<file path="src/rtl/uart_pkg.sv">
// Shared UART definitions: transmitter state encoding and common widths.
// Used by the transmitter and by the baud counter that the receiver also reuses.
package uart_pkg;

  localparam int DEFAULT_CLK_PER_BIT = 868;
  localparam int UART_DATA_BITS      = 8;

  typedef enum logic [2:0] {
    IDLE   = 3'd0,
    START  = 3'd1,
    DATA   = 3'd2,
    PARITY = 3'd3,
    STOP   = 3'd4
  } tx_state_t;

endpackage

</file>
<file path="src/rtl/uart_baud_counter.sv">
// Bit-period timer: counts 0..CLK_PER_BIT-1 and flags the last cycle of each bit.
// Shared between the UART transmitter and receiver.
module uart_baud_counter
  import uart_pkg::*;
#(
  parameter int CLK_PER_BIT = DEFAULT_CLK_PER_BIT
) (
  input  logic clk,
  input  logic reset,
  input  logic clear,
  output logic bit_end
);

  localparam int                CNT_W   = $clog2(CLK_PER_BIT);
  localparam logic [CNT_W-1:0]  CNT_MAX = CNT_W'(CLK_PER_BIT - 1);

  logic [CNT_W-1:0] cnt_q, cnt_d;

  assign bit_end = (cnt_q == CNT_MAX);

  always_comb begin
    cnt_d = cnt_q + CNT_W'(1);
    if (clear || bit_end) cnt_d = '0;
  end

  // NOTE: reset is synchronous and active-low; state flops use non-blocking assignments only.
  always_ff @(posedge clk) begin
    if (!reset) cnt_q <= '0;
    else        cnt_q <= cnt_d;
  end

endmodule

</file>
<file path="src/rtl/uart_transmitter.sv">
// UART transmit PHY: one byte per trans_ok strobe, sent LSB first as 8N1/8N2.
// Define UART_TX_PARITY_EN to insert an even-parity bit between data and stop bits.
module uart_transmitter
  import uart_pkg::*;
#(
  parameter int CLK_PER_BIT = DEFAULT_CLK_PER_BIT,
  parameter int STOP_BITS   = 1
) (
  input  logic                      clk,
  input  logic                      reset,
  input  logic [UART_DATA_BITS-1:0] trans_data,
  input  logic                      trans_ok,
  output logic                      trans_busy,
  output logic                      txd
);

  if (STOP_BITS != 1 && STOP_BITS != 2) begin : g_bad_stop_bits
    $error("uart_transmitter: STOP_BITS must be 1 or 2");
  end
  if (CLK_PER_BIT < 2) begin : g_bad_clk_per_bit
    $error("uart_transmitter: CLK_PER_BIT must be >= 2");
  end

  localparam logic [2:0] LAST_BIT  = 3'(UART_DATA_BITS - 1);
  localparam logic       LAST_STOP = (STOP_BITS == 2);

  tx_state_t                 state_q, state_d;
  logic [UART_DATA_BITS-1:0] shift_q, shift_d;
  logic [2:0]                bit_idx_q, bit_idx_d;
  logic                      stop_cnt_q, stop_cnt_d;
  logic                      txd_q, txd_d;
  logic                      clear;
  logic                      bit_end;
`ifdef UART_TX_PARITY_EN
  logic                      parity_q, parity_d;
`endif

  // Counter restarts on every state change so each bit period starts from zero.
  assign clear      = (state_q == IDLE) || (state_d != state_q);
  assign trans_busy = (state_q != IDLE) || trans_ok;
  assign txd        = txd_q;

  uart_baud_counter #(.CLK_PER_BIT(CLK_PER_BIT)) u_baud (
    .clk     (clk),
    .reset   (reset),
    .clear   (clear),
    .bit_end (bit_end)
  );

  // NOTE: every always_comb output gets a default first so no latch is inferred.
  always_comb begin
    state_d    = state_q;
    shift_d    = shift_q;
    bit_idx_d  = bit_idx_q;
    stop_cnt_d = stop_cnt_q;
`ifdef UART_TX_PARITY_EN
    parity_d   = parity_q;
`endif
    case (state_q)
      IDLE: if (trans_ok) begin
        shift_d    = trans_data;
        bit_idx_d  = '0;
        stop_cnt_d = 1'b0;
`ifdef UART_TX_PARITY_EN
        parity_d   = ^trans_data;
`endif
        state_d    = START;
      end
      START: if (bit_end) begin
        bit_idx_d = '0;
        state_d   = DATA;
      end
      DATA: if (bit_end) begin
        shift_d    = shift_q >> 1;
        bit_idx_d  = bit_idx_q + 3'd1;
        stop_cnt_d = 1'b0;
        if (bit_idx_q == LAST_BIT) begin
`ifdef UART_TX_PARITY_EN
          state_d = PARITY;
`else
          state_d = STOP;
`endif
        end
      end
`ifdef UART_TX_PARITY_EN
      PARITY: if (bit_end) state_d = STOP;
`endif
      STOP: if (bit_end) begin
        if (stop_cnt_q == LAST_STOP) state_d = IDLE;
        else                         stop_cnt_d = 1'b1;
      end
      default: state_d = IDLE;
    endcase

    // Line level is computed from the next state so txd itself can be a flop.
    case (state_d)
      START:   txd_d = 1'b0;
      DATA:    txd_d = shift_d[0];
`ifdef UART_TX_PARITY_EN
      PARITY:  txd_d = parity_d;
`endif
      default: txd_d = 1'b1;
    endcase
  end

  always_ff @(posedge clk) begin
    if (!reset) begin
      state_q    <= IDLE;
      shift_q    <= '0;
      bit_idx_q  <= '0;
      stop_cnt_q <= 1'b0;
      txd_q      <= 1'b1;
`ifdef UART_TX_PARITY_EN
      parity_q   <= 1'b0;
`endif
    end else begin
      state_q    <= state_d;
      shift_q    <= shift_d;
      bit_idx_q  <= bit_idx_d;
      stop_cnt_q <= stop_cnt_d;
      txd_q      <= txd_d;
`ifdef UART_TX_PARITY_EN
      parity_q   <= parity_d;
`endif
    end
  end

endmodule
</file>
<file path="config.mk">
export PLATFORM = sky130hd
export DESIGN_NAME = uart_transmitter
export DESIGN_NICKNAME = d
export VERILOG_FILES = /design/src/rtl/uart_pkg.sv /design/src/rtl/uart_baud_counter.sv /design/src/rtl/uart_transmitter.sv
export SDC_FILE = /design/constraint.sdc
export NUM_CORES = 1
export LEC_CHECK = 0
export ABC_AREA = 1
export CORE_MARGIN = 3
export CORE_UTILIZATION = 62
export CTS_BUF_LIST = sky130_fd_sc_hd__clkbuf_4
export CTS_CLUSTER_DIAMETER = 200
export DETAILED_ROUTE_END_ITERATION = 12
export PLACE_DENSITY_LB_ADDON = 0.12
export SETUP_SLACK_MARGIN = 0.15
export SLEW_MARGIN = 15
export SYNTH_ARGS = -nofsm -noshare
export SYNTH_HDL_FRONTEND = slang
export SYNTH_SLANG_ARGS = --single-unit
</file>
<file path="constraint.sdc">
create_clock -name clk -period 2.05 [get_ports clk]
set_input_delay 0.41 -clock clk [delete_from_list [all_inputs] [get_ports clk]]
set_output_delay 0.41 -clock clk [all_outputs]
set_load 0.01 [all_outputs]
</file>
==> summary.md <==
| Metric | Value |
|---|---|
| Outcome | `finished, final reports clean` |
| Seq/Total Area, Yosys | `38.5%` |
| Largest net degree at the start of global routing | `16` |
| Number of CTS-inserted buffers | `3` |
| Final setup vio count | `0` |
| P_int | `625 µW` |
| Routed Antenna Nets | `0` |
| Fmax achieved | `541 MHz` |
| Arr. time, crit path | `1440 ps` |
| Setup CP Type | `register to output port` |
| Grt total ovfl | `0` |
| # fillers | `136` |
| Synth top area share | `38.5%` |
| Reg2reg path depth | `10` |
| Switching Fraction | `26.7%` |
| Wirelength per Cell | `11.1 µm` |
| Pwr dens | `568 nW/µm²` |
| Cell Count Post-Placement | `218` |
| Num ports | `13` |
| GRT Util Overall | `22.1%` |
| Port-buffer cells | `12` |
| Logic pwr share | `12.9%` |
| Nets | `213` |
| Crit path capture type | `output port` |
| First-pass GRT wire length | `4420 µm` |
| Die H | `51.8 µm` |
| Mapped Area | `1300 µm²` |
| Commonest cells in the synthesized netlist | `41 x nand2_1, 33 x nor2_1, 25 x dfxtp_1, 19 x inv_1, 13 x nand3_1` |
| H-tree depth | `1` |
| Net Sw Power | `228 µW` |
| Max-slew violation count | `0` |
| Worst EP required | `1640 ps` |
| Hold Path Stages | `2` |
| Average size of a mapped cell | `7.18 µm²` |
| Fraction of power consumed by the clock network | `27.4%` |
| Total Power | `853 µW` |
| Non-filler cells, final | `223` |
| Die Area | `2680 µm²` |
| 1st-pass router iterations | `4` |
| Clk_lat worst skew | `330 ps` |
| Worst-path maximum fanout | `4` |
| Synth Flop Type | `dfxtp_1` |
| Setup_tns | `0 ps` |
| Leading area contributor after synthesis | `dfxtp_1` |
| Ant diodes | `0` |
| Synth Instances | `181` |
| Min Hold Slack | `488 ps` |
| Iter 0 DRT Violations | `25` |
| TritonCTS clock tree | `built` |
| Core ar. | `1860 µm²` |
| DP HPWL | `1910 µm` |
| RSZ-0062 raised after global routing | `false` |
| Ys Warns | `0` |
| Slew HR | `76.9%` |
| Routed WL | `2480 µm` |
| Rows | `15` |
| Layout Area Growth over Synthesis | `15.7%` |
| Leakage | `0.000665 µW` |
| Ranking of synthesized cells by area | `dfxtp_1 39%, nand2_1 12%, nor2_1 9.5%` |
| CTS clk-pin slew, worst paths | `150 ps` |
| Max VDD drop | `486 µV` |
| Ys async rst share | `0%` |
| Fraction of layout cells with a size suffix above 1 | `16.7%` |
| Max clock buf depth | `2` |
| Vias/cell | `4.91` |
| Root Buffer | `clkbuf_4` |
| Die Wd | `51.8 µm` |
| Mapped Nets | `195` |
| Worst hold path class | `register to register` |
| Final clock skew | `14.1 ps` |
| Tcrit/Tclk final | `90.1%` |
| Fin. Hold Viols | `0` |
| Max-cap viol count | `0` |
| Initial Util | `69.9%` |
| Worst-Margin Slew | `345 ps` |
| Cts hold-fix bufs | `0` |
| Startpoint types | `register` |
| Final worst path period need | `1850 ps` |
| DRC | `0` |
| Most numerous cell in the Yosys netlist | `nand2_1` |
| Antenna violations before repair | `0` |
| # clock sinks | `25` |
| Final GP Congestion | `0.745` |
| Synthesized flop and latch total | `25` |
| Vias in the first global route | `1,075` |
| Flop pwr share | `59.7%` |
| Count of different cell masters after synthesis | `28` |
| Post-synth EDFFs | `0` |
| Via Count | `1,096` |
-- cell type report --
cell class                 instances  area, µm²  share of cell area (%)
inverter                          25       96.3                    6.41
sequential                        25        504                    33.6
timing repair buffer              15        141                    9.41
clock inverter                     1       7.51                   0.500
clock buffer                       3       22.5                    1.50
multi-input combinational        129        699                    46.5
tap                               25       31.3                    2.08
-- worst max-delay path: stages, from the launching register on --
cell,delay [ps]
dfxtp_4,390
nor2_4,140
inv_2,80
nor2_4,100
nand2_1,90
dlygate4sd2_1,290
-- layer usage --
layer | vias to the layer above | share of wire [%] | wire length [µm] | track usage (%)
met3 | 5 | 2.1 | 53 | 3.44
met1 | 480 | 48 | 1190 | 26.9
met4 | 0 | 1.6 | 40 | 9.17
met5 | - | 0 | 0 | 0
li1 | 595 | - | - | -
met2 | 16 | 48 | 1190 | 38.3
-- layout by cell type (no fill, tap or decap), types with 2 or more instances in the layout --
cell             Yosys  routed
a21oi_1              6       6
buf_4                0       3
clkbuf_4             0       3
clkdlybuf4s50_1      0      11
dfxtp_1             25      24
ha_1                 3       3
inv_1               19      19
inv_2                5       5
nand2_1             41      41
nand2_2              4       4
nand2_4              2       2
nand3_1             13      13
nor2_1              33      32
nor2_2               3       2
nor2_4               1       3
nor3_1               3       3
nor3_2               2       2
o21ai_0              3       3
xnor2_1              3       3
xor2_1               4       4
-- worst paths after layout --
| path | slack (ps) | to | from |
|---|---|---|---|
| setup / recovery | 200 | trans_busy | state_q[2] |
| hold / removal | 490 | bit_idx_q[1] | bit_idx_q[1] |
| setup reg to reg | 420 | shift_q[4] | u_baud.cnt_q[0] |
| hold reg to reg | 490 | bit_idx_q[1] | bit_idx_q[1] |
-- registers in the layout (all words and copies together), names as in the netlist --
register,count
txd,1
bit_idx_q,3
state_q,3
shift_q,8
u_baud.cnt_q,10
-- power by group through the flow --
| stage | clock network (µW) | logic, µW | registers, µW |
|---|---|---|---|
| global placement | 0 | 105 | 520 |
| floorplan | 0 | 69.2 | 520 |
| detailed placement | 0 | 109 | 520 |
| global route | 254 | 125 | 511 |
| finish | 234 | 110 | 509 |
| CTS | 236 | 109 | 510 |
-- per-stage QoR --
step                      setup WS, ps  util (%)  cell area, µm²
after floorplan                    632         -            1300
after global placement             101      78.0            1450
after detailed placement          76.4      78.0            1450
after CTS                          186      80.1            1490
after global routing               151      80.9            1500
final                              203      80.9            1500
-- cell families after synthesis --
logic type,synth area share [%]
AO/OA/AOI/OAI,4.14
XOR/XNOR,4.72
adder cells (fa/ha/maj),2.89
AND/OR/NAND/NOR,41.1
buffers and inverters,8.57
flip-flops,38.5
-- repair_timing --
action                     CTS  global route
gates resized for setup      4             2
setup endpoints to repair    1             1
setup buffers                0             1
pin swaps                    1             0
Note: power is estimated with default switching activity, not from simulation.
